<file path="src/rtl/if_fetch_unit.sv">
// rtl/if_fetch_unit.sv - instruction-fetch stage feeding the IF/ID pipeline register
//
// Purpose: holds the fetch PC, issues requests to instruction memory over a
// req/ack handshake and presents a registered PC_plus_4/IR pair that IF/ID
// captures every cycle. Load-use stalls re-present the same instruction
// (IF/ID has no enable); redirects insert bubbles and discard in-flight data.
//
// Ports:
//   clk            in   1   clock
//   reset          in   1   asynchronous, active-high reset
//   stall          in   1   hold current IR/PC_plus_4
//   redirect_valid in   1   taken branch/jump: flush and refetch
//   redirect_pc    in  32   redirect target (bits [1:0] ignored)
//   imem_req       out  1   fetch request
//   imem_addr      out 32   fetch address, stable until ack
//   imem_ack       in   1   imem_rdata valid this cycle
//   imem_rdata     in  32   fetched instruction
//   PC_plus_4      out 32   address of presented instruction + 4
//   IR             out 32   presented instruction
//   fetch_valid    out  1   1 = IR is a real instruction, 0 = bubble

module if_fetch_unit #(
    parameter logic [31:0] RESET_PC  = 32'h0000_0000,
    parameter logic [31:0] NOP_INSTR = 32'h0000_0000
) (
    input  logic        clk,
    input  logic        reset,
    input  logic        stall,
    input  logic        redirect_valid,
    input  logic [31:0] redirect_pc,
    output logic        imem_req,
    output logic [31:0] imem_addr,
    input  logic        imem_ack,
    input  logic [31:0] imem_rdata,
    output logic [31:0] PC_plus_4,
    output logic [31:0] IR,
    output logic        fetch_valid
);

    typedef enum logic [1:0] {
        S_FETCH = 2'd0,
        S_HOLD  = 2'd1,
        S_DROP  = 2'd2
    } state_t;

    state_t      state, state_n;
    logic [31:0] fetch_pc, fetch_pc_n;
    logic [31:0] pending_pc, pending_pc_n;
    logic [31:0] hold_ir, hold_ir_n;
    logic [31:0] hold_pc4, hold_pc4_n;
    logic [31:0] ir_n;
    logic [31:0] pc_plus_4_n;
    logic        fetch_valid_n;

    logic        req_raw;
    logic        ack;
    logic [31:0] pc_inc;
    logic [31:0] target_pc;

    assign req_raw   = (state == S_FETCH) || (state == S_DROP);
    assign imem_req  = req_raw && !reset;
    assign imem_addr = fetch_pc;

    // An ack only means something while a request is outstanding.
    assign ack       = imem_ack && req_raw;
    assign pc_inc    = fetch_pc + 32'd4;
    assign target_pc = {redirect_pc[31:2], 2'b00};

    always_ff @(posedge clk or posedge reset) begin
        if (reset) begin
            state       <= S_FETCH;
            fetch_pc    <= RESET_PC;
            pending_pc  <= 32'd0;
            hold_ir     <= 32'd0;
            hold_pc4    <= 32'd0;
            IR          <= NOP_INSTR;
            PC_plus_4   <= 32'd0;
            fetch_valid <= 1'b0;
        end else begin
            state       <= state_n;
            fetch_pc    <= fetch_pc_n;
            pending_pc  <= pending_pc_n;
            hold_ir     <= hold_ir_n;
            hold_pc4    <= hold_pc4_n;
            IR          <= ir_n;
            PC_plus_4   <= pc_plus_4_n;
            fetch_valid <= fetch_valid_n;
        end
    end

    always_comb begin
        state_n       = state;
        fetch_pc_n    = fetch_pc;
        pending_pc_n  = pending_pc;
        hold_ir_n     = hold_ir;
        hold_pc4_n    = hold_pc4;
        ir_n          = IR;
        pc_plus_4_n   = PC_plus_4;
        fetch_valid_n = fetch_valid;

        if (redirect_valid) begin
            // Redirect always bubbles, even under stall: the instruction
            // currently in IF/ID is on the wrong path.
            ir_n          = NOP_INSTR;
            fetch_valid_n = 1'b0;
            case (state)
                S_FETCH: begin
                    if (ack) begin
                        fetch_pc_n = target_pc;
                    end else begin
                        // Request is already on the bus; address must stay
                        // put until the memory answers, so park the target.
                        pending_pc_n = target_pc;
                        state_n      = S_DROP;
                    end
                end
                S_HOLD: begin
                    fetch_pc_n = target_pc;
                    state_n    = S_FETCH;
                end
                S_DROP: begin
                    if (ack) begin
                        fetch_pc_n = target_pc;
                        state_n    = S_FETCH;
                    end else begin
                        pending_pc_n = target_pc;
                    end
                end
                default: begin
                    fetch_pc_n = target_pc;
                    state_n    = S_FETCH;
                end
            endcase
        end else begin
            case (state)
                S_FETCH: begin
                    if (ack) begin
                        fetch_pc_n = pc_inc;
                        if (stall) begin
                            // Outputs frozen; park the new instruction.
                            hold_ir_n  = imem_rdata;
                            hold_pc4_n = pc_inc;
                            state_n    = S_HOLD;
                        end else begin
                            ir_n          = imem_rdata;
                            pc_plus_4_n   = pc_inc;
                            fetch_valid_n = 1'b1;
                        end
                    end else if (!stall) begin
                        ir_n          = NOP_INSTR;
                        fetch_valid_n = 1'b0;
                    end
                end
                S_HOLD: begin
                    if (!stall) begin
                        ir_n          = hold_ir;
                        pc_plus_4_n   = hold_pc4;
                        fetch_valid_n = 1'b1;
                        state_n       = S_FETCH;
                    end
                end
                S_DROP: begin
                    if (ack) begin
                        fetch_pc_n = pending_pc;
                        state_n    = S_FETCH;
                    end
                    if (!stall) begin
                        ir_n          = NOP_INSTR;
                        fetch_valid_n = 1'b0;
                    end
                end
                default: begin
                    state_n = S_FETCH;
                end
            endcase
        end
    end

endmodule

</file>
<file path="config.mk">
export PLATFORM = sky130hd
export DESIGN_NAME = if_fetch_unit
export DESIGN_NICKNAME = d
export VERILOG_FILES = /design/src/rtl/if_fetch_unit.sv
export SDC_FILE = /design/constraint.sdc
export NUM_CORES = 1
export LEC_CHECK = 0
export CORE_ASPECT_RATIO = 1.5
export CORE_UTILIZATION = 49
export DETAILED_ROUTE_END_ITERATION = 16
export PLACE_DENSITY = 0.8
export SETUP_SLACK_MARGIN = 0.4
export SLEW_MARGIN = 20
export SYNTH_ARGS = -nofsm -noshare
export SYNTH_HDL_FRONTEND = slang
export SYNTH_SLANG_ARGS = --single-unit
</file>
<file path="constraint.sdc">
create_clock -name clk -period 6.3 [get_ports clk]
set_clock_uncertainty 0.2 [all_clocks]
set_input_delay 1.26 -clock clk [delete_from_list [all_inputs] [get_ports clk]]
set_output_delay 1.26 -clock clk [all_outputs]
set_load 0.01 [all_outputs]
</file>
# [Yosys cells after proc, flatten, opt, wreduce, memory -nomap -nowiden]
# Index checks and enable logic that the tools add are counted.
[classes] n_addsub=1 multipliers=0 div_mod_pow=0 magnitude_cmp=0 n_eq_ne=12 shifts=0 mux=29 bitwise_logic=2 reduce_logical=15
[ops] operator="32-bit 2-to-1 mux" n=13
[ops] operator="32-bit one-hot mux with 2 select lines" n=2
[ops] operator="32-bit one-hot mux with 3 select lines" n=1
[ops] operator="32-bit by 3-bit adder with 32-bit output, second input constant" n=1
[ops] operator="3-bit inequality test, second input constant" n=5
[ops] operator="2-bit 2-to-1 mux" n=6
[ops] operator="4-bit AND reduction" n=3
[ops] operator="2-bit inequality test, second input constant" n=3
[ops] operator="2-bit one-hot mux with 3 select lines" n=1
[ops] operator="3-bit AND reduction" n=2
[ops] operator="5-bit AND reduction" n=1
[ops] operator="1-bit 2-to-1 mux" n=4
[ops] operator="4-bit inequality test, second input constant" n=1
[ops] operator="2-bit one-hot mux with 2 select lines" n=1
[ops] operator="4-bit nonzero test" n=1
[ops] operator="3-bit by 2-bit inequality test with 1-bit output, second input constant" n=1
[ops] operator="1-bit one-hot mux with 3 select lines" n=1
[ops] operator="3-bit nonzero test" n=1
[ops] operator="2-bit by 1-bit equality test with 1-bit output, second input constant" n=1
[ops] operator="2-bit equality test, second input constant" n=1
[ops] operator="1-bit logical AND" n=2
[ops] operator="2-bit zero test" n=1
[ops] operator="1-bit inverter" n=2
[ops] operator="2-bit nonzero test" n=1
[ops] operator="3 further kinds" n=3
[totals] register_bits=193 latchBits=0 ramBits=0 mem_bits_ro=0 input_bits=69 output_inout_bits=98 wordCells=67 n_memories=0

# [Longest topological paths before layout]
# Gate-level depths: netlist (run 1).
[logic_depth] depth_word=6 depth_mapped=9 ltp_nobuf=7

# [Worst setup path after synthesis (run 1)]
# Ideal clock, no wire load.
[synth_timing] kind="in2out" start="in reset" end="out imem_req" arrival_time_ns=1.429 required_time_ns=4.840 slack_ns=3.411 stages=1 n_path_buf=0 path_cell_list="nor2_1"
[synth_between] elab_chain_len=2
[synth_rtl] item="start: declaration" line="27" source="input logic reset,"
[synth_rtl] item="1-bit zero test (no source line)"
[synth_rtl] item="1-bit logical AND" line="61" source="assign imem_req = req_raw && !reset;"
[synth_rtl] item="end: declaration" line="31" source="output logic imem_req,"
# Every way passes these cells.

# [Final worst setup path (run 1)]
[layout_timing] start="reg state[0]" end="out imem_req"
[layout_between] elab_chain_len=3 elab_cells_between_ends=4 cone_classes="1 x eq/ne; 3 x reduce/logical"
[layout_rtl] item="start: declaration" line="46" source="state_t state, state_n;"
[layout_rtl] item="start signal: assignment" line="80" source="state <= state_n;"
[layout_rtl] item="2-bit equality test / 2-bit zero test (equally long branches)" line="60" source="assign req_raw = (state == S_FETCH) || (state == S_DROP);"
[layout_rtl] item="1-bit logical OR *" line="60"
[layout_rtl] item="1-bit logical AND *" line="61"
# Mark *: on every way between the ends. The rest lies on a longest branch, timed or not.

==> metrics.txt, run 1 <==
# TYPE chip_impl_metric gauge
chip_impl_metric{name="grt_max_degree",unit=""} 188
chip_impl_metric{name="finalMaxSlewViolations",unit=""} 0
chip_impl_metric{name="buffers_and_inverters_on_the_worst_path",unit=""} 2
chip_impl_metric{name="synth_cell_type_count",unit=""} 63
chip_impl_info{name="ys.flop_type",value="sky130_fd_sc_hd__dfrtp_1"} 1
chip_impl_metric{name="hold_slack",unit="ps"} 275
chip_impl_metric{name="final_wl",unit="µm"} 27100
chip_impl_metric{name="cp.required",unit="ps"} 4840
chip_impl_metric{name="fillerInstances",unit=""} 1637
chip_impl_info{name="cp_common_cell",value="sky130_fd_sc_hd__nor2_1"} 1
chip_impl_metric{name="post_drt_via_cell_ratio",unit=""} 6.14
chip_impl_metric{name="utilization",unit="%"} 61.7
chip_impl_metric{name="clock_tree.buffer_depth",unit=""} 2
chip_impl_metric{name="timing.critical_path.fanout_max",unit=""} 25
chip_impl_metric{name="timing.max_slew.rel_slack",unit="%"} 23.5
chip_impl_metric{name="placedInstanceArea",unit="µm²"} 11600
chip_impl_info{name="grt_setup_unrepaired",value="false"} 1
chip_impl_metric{name="synth.ff_latch_count",unit=""} 187
chip_impl_info{name="end_kind",value="output port"} 1
chip_impl_metric{name="first_global_vias",unit=""} 8453
chip_impl_metric{name="htreeDepth",unit=""} 4
chip_impl_metric{name="max_cap_violations",unit=""} 0
chip_impl_metric{name="cts-buffers-inserted",unit=""} 17
chip_impl_metric{name="drtPass1Iterations",unit=""} 5
chip_impl_info{name="crit_chain",value="inv_1 -> ha_1 -> nor2_1 -> nor2_1 -> clkdlybuf4s50_1"} 1
chip_impl_metric{name="synth-warning-count",unit=""} 0
chip_impl_metric{name="num_rows",unit=""} 63
chip_impl_info{name="yosys.area.top_type",value="sky130_fd_sc_hd__dfrtp_1"} 1
chip_impl_metric{name="period_needed",unit="ps"} 4250
chip_impl_metric{name="initial_antenna_violation_count",unit=""} 2
chip_impl_metric{name="post_synth_inst_count",unit=""} 1038
chip_impl_metric{name="clkTransAtPathRegs",unit="ps"} 70
chip_impl_metric{name="drive_gt1_share",unit="%"} 12.3
chip_impl_metric{name="drc_errors_left",unit=""} 0
chip_impl_metric{name="synthArstFlopShare",unit="%"} 100
chip_impl_metric{name="post_drt_wl_per_cell",unit="µm"} 19.1
chip_impl_metric{name="track_usage",unit="%"} 26.5
chip_impl_metric{name="dieHeight",unit="µm"} 176
chip_impl_info{name="critical_path.startpoint_type",value="flop"} 1
chip_impl_metric{name="cellPowerDensity",unit="nW/µm²"} 507
chip_impl_info{name="status",value="completed"} 1
chip_impl_metric{name="power.leakage",unit="nW"} 5.23
chip_impl_metric{name="min_period_over_period",unit="%"} 67.4
chip_impl_metric{name="synth_seq_area_share",unit="%"} 47.3
chip_impl_metric{name="detailroute.via_count",unit=""} 8706
chip_impl_metric{name="die-area",unit="µm²"} 20800
chip_impl_metric{name="die_width",unit="µm"} 118
chip_impl_metric{name="timing.fmax",unit="MHz"} 235
chip_impl_metric{name="drt_iter0_markers",unit=""} 700
chip_impl_metric{name="hold_viol",unit=""} 0
chip_impl_metric{name="insertion_delay",unit="ps"} 440
chip_impl_metric{name="cts_hold_repair.buffers",unit=""} 0
chip_impl_metric{name="area_delta_synth_final",unit="%"} 23.5
chip_impl_metric{name="setup_total_negative_slack",unit="ps"} 0
chip_impl_metric{name="top_level_ports",unit=""} 167
chip_impl_metric{name="power.ir.vdd_worst",unit="µV"} 237
chip_impl_info{name="synth_top_cells_by_area",value="sky130_fd_sc_hd__dfrtp_1 47%, sky130_fd_sc_hd__mux2_2 8.0%, sky130_fd_sc_hd__nand2_1 5.3%"} 1
chip_impl_metric{name="nets",unit=""} 1218
chip_impl_info{name="holdCritPathClass",value="reg -> reg"} 1
chip_impl_metric{name="syn_area",unit="µm²"} 9880
chip_impl_metric{name="critical_path_arrival",unit="ps"} 2790
chip_impl_metric{name="finalWeightedCongestion",unit=""} 0.880
chip_impl_metric{name="cpPeakStageDelay",unit="ps"} 830
chip_impl_metric{name="residual_overflow_from_global_routing",unit=""} 0
chip_impl_metric{name="core_region_area",unit="µm²"} 19800
chip_impl_metric{name="synth_area_per_cell",unit="µm²"} 9.52
chip_impl_metric{name="global_route_wire_length_before_repair",unit="µm"} 43800
chip_impl_metric{name="report.power.total",unit="W"} 0.00620
chip_impl_metric{name="cts_resized",unit=""} 0
chip_impl_metric{name="floorplan.initialDensity",unit="%"} 50.0
chip_impl_metric{name="worst_slew_pin_slew",unit="ps"} 1150
chip_impl_metric{name="number_of_port_buffers",unit=""} 160
chip_impl_metric{name="place.detailed.hpwl",unit="µm"} 17300
chip_impl_metric{name="post-cts-setup-buffer-count",unit=""} 0
chip_impl_info{name="cts.root.buffer_cell",value="sky130_fd_sc_hd__clkbuf_16"} 1
chip_impl_metric{name="finalInstanceArea",unit="µm²"} 12200
chip_impl_info{name="critical_path.top_delay_family",value="adder cells"} 1
chip_impl_metric{name="synth-edff-count",unit=""} 0
chip_impl_metric{name="report.final.setup_viol",unit=""} 0
chip_impl_metric{name="clock_sink_count",unit=""} 187
chip_impl_metric{name="share_of_the_synthesized_area_in_the_top_cell_type",unit="%"} 47.3
chip_impl_info{name="critPathKind",value="reg -> out"} 1
chip_impl_metric{name="route.antenna.remaining_nets",unit=""} 0
chip_impl_info{name="crit_slowest_cell",value="sky130_fd_sc_hd__ha_1"} 1
chip_impl_info{name="cts_tree",value="done"} 1
==> worst register-to-register path, stage by stage (launching register included) <==
cell and delay, ps:
sky130_fd_sc_hd__dfrtp_1 410, sky130_fd_sc_hd__inv_1 110, sky130_fd_sc_hd__ha_2 810, sky130_fd_sc_hd__a21o_1 150, sky130_fd_sc_hd__a21oi_1 90, sky130_fd_sc_hd__nor2_4 830, sky130_fd_sc_hd__buf_4 420, sky130_fd_sc_hd__a21oi_1 100
sky130_fd_sc_hd__a22o_1 260
==> final timing paths <==
kind	endpoint	slack, ps	from	depth (start not counted)
min in group asynchronous	hold_ir[28]$_DFFE_PP0P_	1250	reset	3
min	hold_pc4[18]$_DFFE_PP0P_	280	hold_pc4[18]$_DFFE_PP0P_	2
min reg2reg	hold_pc4[18]$_DFFE_PP0P_	280	hold_pc4[18]$_DFFE_PP0P_	2
max	imem_req	2050	state[0]$_DFFE_PP0P_	5
max in group asynchronous	IR[7]$_DFFE_PP0P_	3840	reset	3
max reg2reg	IR[12]$_DFFE_PP0P_	2800	state[1]$_DFFE_PP0P_	8
==> stage by stage <==
step           setup WS [ps]  std cells
2_1_floorplan           2430       1041
3_3_place_gp            2180       1385
3_5_place_dp            2130       1385
4_1_cts                 2020       1417
5_1_grt                 1910       1418
6_report                2050       1418
==> flip-flops by register name, summed over array words and instances, names as in the netlist <==
signal	cells
IR	32
hold_ir	32
PC_plus_4	30
hold_pc4	30
imem_addr	30
pending_pc	30
state	2
fetch_valid	1
==> layer usage <==
layer	track usage (%)	wire, µm
met5	0	0
met1	33.1	11000
met4	14.6	1060
met3	4.68	1490
met2	43.8	13600
==> logic make-up after synthesis <==
logic type	Yosys count	synth area share, %
XOR/XNOR	27	2.39
other	1	0.0379
flip-flops	187	47.3
multiplexers	81	9.09
AO/OA/AOI/OAI	306	19.7
buffers and inverters	101	4.27
AND/OR/NAND/NOR	330	16.5
adder cells (fa/ha/maj)	5	0.633
==> layout make-up <==
class	instances	area [µm²]	area share, %
multi-input combinational	753	4820	39.4
clock buffer	20	467	3.82
inverter	10	41.3	0.338
clock inverter	12	163	1.33
sequential	187	4680	38.3
timing repair buffer	175	1720	14.1
antenna	1	2.50	0.0205
tap	260	325	2.66
==> report_power, final <==
| part | switching (W) | internal [W] |
|---|---|---|
| Combinational | 0.00152 | 0.00134 |
| Sequential | 0.000446 | 0.00175 |
| Clock | 0.000483 | 0.000661 |
==> cell usage in the layout (no fill, tap or decap), types with 4 or more instances in the layout <==
master                              n
sky130_fd_sc_hd__clkinv_4           4
sky130_fd_sc_hd__o21ai_0           69
sky130_fd_sc_hd__o22a_1             6
sky130_fd_sc_hd__conb_1             4
sky130_fd_sc_hd__a2bb2oi_1          4
sky130_fd_sc_hd__clkbuf_16         17
sky130_fd_sc_hd__nand4_1            9
sky130_fd_sc_hd__mux2i_1           11
sky130_fd_sc_hd__o22ai_1            5
sky130_fd_sc_hd__a21o_1            35
sky130_fd_sc_hd__o211ai_1           5
sky130_fd_sc_hd__nor2_1            37
sky130_fd_sc_hd__xnor2_1           17
sky130_fd_sc_hd__a22o_1            32
sky130_fd_sc_hd__clkdlybuf4s50_1  158
sky130_fd_sc_hd__nand2_1          140
sky130_fd_sc_hd__nand3_1           59
sky130_fd_sc_hd__buf_4             14
sky130_fd_sc_hd__dfrtp_1          187
sky130_fd_sc_hd__a31oi_1           39
sky130_fd_sc_hd__nor3_1            13
sky130_fd_sc_hd__inv_1              9
sky130_fd_sc_hd__xor2_1            10
sky130_fd_sc_hd__a211oi_1           7
sky130_fd_sc_hd__nor4_1             5
sky130_fd_sc_hd__o21a_1             7
sky130_fd_sc_hd__mux2_2            70
sky130_fd_sc_hd__o221ai_1           4
sky130_fd_sc_hd__and3_1            27
sky130_fd_sc_hd__or3_1             12
sky130_fd_sc_hd__a21oi_1           76
sky130_fd_sc_hd__ha_1               4
==> cells in the mapped netlist, types with 13 or more instances <==
master and instances:
sky130_fd_sc_hd__dfrtp_1 187, sky130_fd_sc_hd__nand2_1 140, sky130_fd_sc_hd__a21oi_1 77, sky130_fd_sc_hd__mux2_2 70, sky130_fd_sc_hd__o21ai_0 69, sky130_fd_sc_hd__clkbuf_1 66
sky130_fd_sc_hd__nand3_1 59, sky130_fd_sc_hd__a31oi_1 39, sky130_fd_sc_hd__nor2_1 38, sky130_fd_sc_hd__a21o_1 35, sky130_fd_sc_hd__a22o_1 32, sky130_fd_sc_hd__and3_1 27
sky130_fd_sc_hd__xnor2_1 17, sky130_fd_sc_hd__nor3_1 13
No activity file was read; power rests on OpenSTA's default activity.
==> run 2, diff against run 1 <==
--- a/config.mk
+++ b/config.mk
@@ -6,9 +6,9 @@
 export NUM_CORES = 1
 export LEC_CHECK = 0
 export CORE_ASPECT_RATIO = 1.5
-export CORE_UTILIZATION = 49
+export CORE_UTILIZATION = 54
 export DETAILED_ROUTE_END_ITERATION = 16
-export PLACE_DENSITY = 0.8
+export PLACE_DENSITY = 0.83
 export SETUP_SLACK_MARGIN = 0.4
 export SLEW_MARGIN = 20
 export SYNTH_ARGS = -nofsm -noshare
==> constraint.sdc (replaced) <==
create_clock -name clk -period 4.1 [get_ports clk]
set_clock_uncertainty 0.2 [all_clocks]
set_input_delay 0.82 -clock clk [delete_from_list [all_inputs] [get_ports clk]]
set_output_delay 0.82 -clock clk [all_outputs]
set_load 0.01 [all_outputs]
==> run 2 against run 1 <==
  * Critical path type unchanged
  * Cell count is 2.3% lower
  * Hold slack hardly changed
  * Register-to-register slack worse by 1700 ps
  * Via count is 0.49% higher
  * Flip-flop and latch count stayed put
  * Sequential share of layout area stayed put
  * Largest power group unchanged
==> metrics.txt, run 2 (synthesized netlist as in run 1, its figures left out) <==
# TYPE chip_impl_metric gauge
chip_impl_metric{name="die-area",unit="µm²"} 18900
chip_impl_metric{name="finalMaxSlewViolations",unit=""} 0
chip_impl_info{name="most-common-layout-cells",value="187 x sky130_fd_sc_hd__dfrtp_1, 159 x sky130_fd_sc_hd__clkdlybuf4s50_1, 140 x sky130_fd_sc_hd__nand2_1, 76 x sky130_fd_sc_hd__a21oi_1, 70 x sky130_fd_sc_hd__mux2_2"} 1
chip_impl_metric{name="clkTransAtPathRegs",unit="ps"} 70
chip_impl_metric{name="finalWeightedCongestion",unit=""} 0.855
chip_impl_metric{name="critical_path_arrival",unit="ps"} 2450
chip_impl_metric{name="timing.critical_path.fanout_max",unit=""} 22
chip_impl_metric{name="crit_cells",unit=""} 6
chip_impl_info{name="final_common_cell",value="sky130_fd_sc_hd__dfrtp_1"} 1
chip_impl_metric{name="setup_total_negative_slack",unit="ps"} 0
chip_impl_metric{name="cp.required",unit="ps"} 3080
chip_impl_info{name="cts_tree",value="done"} 1
chip_impl_metric{name="track_usage",unit="%"} 29.1
chip_impl_metric{name="r2r.worst_path.cells",unit=""} 8
chip_impl_metric{name="drc_errors_left",unit=""} 0
chip_impl_metric{name="floorplan.initialDensity",unit="%"} 55.1
chip_impl_metric{name="clock_tree.buffer_depth",unit=""} 2
chip_impl_metric{name="period_needed",unit="ps"} 3470
chip_impl_metric{name="placedInstanceArea",unit="µm²"} 11600
chip_impl_info{name="crit_slowest_cell",value="sky130_fd_sc_hd__clkdlybuf4s50_1"} 1
chip_impl_info{name="rr_endpoint",value="imem_addr[28]$_DFFE_PP0P_"} 1
chip_impl_metric{name="htreeDepth",unit=""} 4
chip_impl_metric{name="post_drt_wl_per_cell",unit="µm"} 19.4
chip_impl_metric{name="final_wl",unit="µm"} 26800
chip_impl_info{name="cts.root.buffer_cell",value="sky130_fd_sc_hd__clkbuf_16"} 1
chip_impl_metric{name="utilization",unit="%"} 68.1
chip_impl_metric{name="report.power.total",unit="W"} 0.00945
chip_impl_metric{name="cts_resized",unit=""} 0
chip_impl_metric{name="cts-buffers-inserted",unit=""} 17
chip_impl_metric{name="report.final.setup_viol",unit=""} 0
chip_impl_metric{name="detailroute.via_count",unit=""} 8749
chip_impl_metric{name="initial_antenna_violation_count",unit=""} 0
chip_impl_metric{name="timing.reg2reg.setup_slack",unit="ps"} 1100
chip_impl_metric{name="first_global_vias",unit=""} 8546
chip_impl_metric{name="top_level_ports",unit=""} 167
chip_impl_info{name="critical_path.reg2reg.startpoint",value="state[0]$_DFFE_PP0P_"} 1
chip_impl_metric{name="drtPass1Iterations",unit=""} 5
chip_impl_info{name="crit_chain",value="inv_1 -> ha_1 -> buf_4 -> nor2_1 -> nor2_1 -> clkdlybuf4s50_1"} 1
chip_impl_metric{name="route.antenna.remaining_nets",unit=""} 0
chip_impl_metric{name="place.detailed.hpwl",unit="µm"} 17500
chip_impl_info{name="layout_top_registers",value="IR: 32 flops, hold_ir: 32 flops"} 1
chip_impl_metric{name="area_delta_synth_final",unit="%"} 23.5
chip_impl_metric{name="number_of_port_buffers",unit=""} 160
chip_impl_metric{name="timing.fmax",unit="MHz"} 288
chip_impl_info{name="critPathKind",value="reg -> out"} 1
chip_impl_metric{name="clock_sink_count",unit=""} 187
chip_impl_metric{name="dieHeight",unit="µm"} 168
chip_impl_metric{name="num_rows",unit=""} 60
chip_impl_metric{name="cpPeakStageDelay",unit="ps"} 490
chip_impl_info{name="holdCritPathClass",value="reg -> reg"} 1
chip_impl_info{name="status",value="completed"} 1
chip_impl_metric{name="finalInstanceArea",unit="µm²"} 12200
chip_impl_metric{name="residual_overflow_from_global_routing",unit=""} 0
chip_impl_metric{name="die_width",unit="µm"} 112
chip_impl_info{name="worst_setup_path_startpoint",value="state[0]$_DFFE_PP0P_"} 1
chip_impl_metric{name="power.leakage",unit="nW"} 5.27
chip_impl_info{name="cp_common_cell",value="sky130_fd_sc_hd__nor2_1"} 1
chip_impl_metric{name="insertion_delay",unit="ps"} 430
chip_impl_metric{name="antenna_cells",unit=""} 0
chip_impl_metric{name="hold_depth",unit=""} 2
chip_impl_metric{name="worst_slew_pin_slew",unit="ps"} 953
chip_impl_metric{name="drive_gt1_share",unit="%"} 13.0
chip_impl_metric{name="hold_viol",unit=""} 0
chip_impl_metric{name="cts_hold_repair.buffers",unit=""} 0
chip_impl_metric{name="nets",unit=""} 1229
chip_impl_metric{name="post_drt_via_cell_ratio",unit=""} 6.32
chip_impl_metric{name="power.ir.vdd_worst",unit="µV"} 306
chip_impl_info{name="grt_setup_unrepaired",value="false"} 1
chip_impl_metric{name="core_region_area",unit="µm²"} 17900
chip_impl_info{name="end_point_of_the_most_critical_hold_path",value="PC_plus_4[31]$_DFFE_PP0P_"} 1
chip_impl_metric{name="buffers_and_inverters_on_the_worst_path",unit=""} 3
chip_impl_metric{name="post-cts-setup-buffer-count",unit=""} 0
chip_impl_metric{name="timing.max_slew.rel_slack",unit="%"} 36.2
chip_impl_metric{name="max_cap_violations",unit=""} 0
chip_impl_info{name="end_kind",value="output port"} 1
chip_impl_metric{name="drt_iter0_markers",unit=""} 751
chip_impl_metric{name="min_period_over_period",unit="%"} 84.7
chip_impl_info{name="critical_path.startpoint_type",value="flop"} 1
chip_impl_metric{name="cellPowerDensity",unit="nW/µm²"} 774
chip_impl_metric{name="grt_max_degree",unit=""} 95
chip_impl_metric{name="global_route_wire_length_before_repair",unit="µm"} 43400
chip_impl_info{name="hold_path_startpoint",value="PC_plus_4[31]$_DFFE_PP0P_"} 1
chip_impl_info{name="critical_path.top_delay_family",value="buffers and inverters"} 1
run 2: worst max path at each step:
| stage | end | slack (ps) |
|---|---|---|
| floorplan | IR[0]$_DFFE_PP0P_ | 670 |
| global placement | imem_addr[28]$_DFFE_PP0P_ | 930 |
| detailed placement | imem_addr[28]$_DFFE_PP0P_ | 910 |
| CTS | imem_req | 680 |
| global route | imem_req | 530 |
| finish | imem_req | 630 |
run 2: metrics by stage:
stage | cells | setup slack, ps | hold slack, ps
floorplan | 1041 | 674 | 242
global placement | 1353 | 931 | 253
detailed placement | 1353 | 914 | 262
CTS | 1385 | 675 | 278
global route | 1385 | 527 | 296
finish | 1385 | 627 | 276
run 2: layout make-up:
| cell class | instances | area [µm²] |
|---|---|---|
| clock buffers | 19 | 453 |
| well taps | 217 | 272 |
| flip-flops and latches | 187 | 4680 |
| clock inverters | 13 | 133 |
| multi-input cells | 753 | 4820 |
| repair buffers | 186 | 1820 |
| fillers | 1382 | 5730 |
| inverters | 10 | 41.3 |
run 2: report_power, final:
part	total (W)	switching [W]	internal, W	leakage [nW]
Clock	0.00165	0.000759	0.000887	0.281
Combinational	0.00443	0.00234	0.00209	2.70
Sequential	0.00338	0.000682	0.00269	2.29
Total	0.00945	0.00378	0.00567	5.27
run 2: worst register-to-register path, cell delays in order (launching register included):
cell	delay (ps)
sky130_fd_sc_hd__dfrtp_1	420
sky130_fd_sc_hd__inv_1	120
sky130_fd_sc_hd__ha_1	250
sky130_fd_sc_hd__buf_4	310
sky130_fd_sc_hd__nor2_1	200
sky130_fd_sc_hd__a21oi_2	730
sky130_fd_sc_hd__buf_4	370
sky130_fd_sc_hd__a21oi_1	80
sky130_fd_sc_hd__o22a_1	210
run 2: layer usage:
metal,track usage [%],share of wire [%]
met5,0,0
met4,13.5,2.7
met3,4.85,5.6
met2,51.5,51
met1,34.5,40
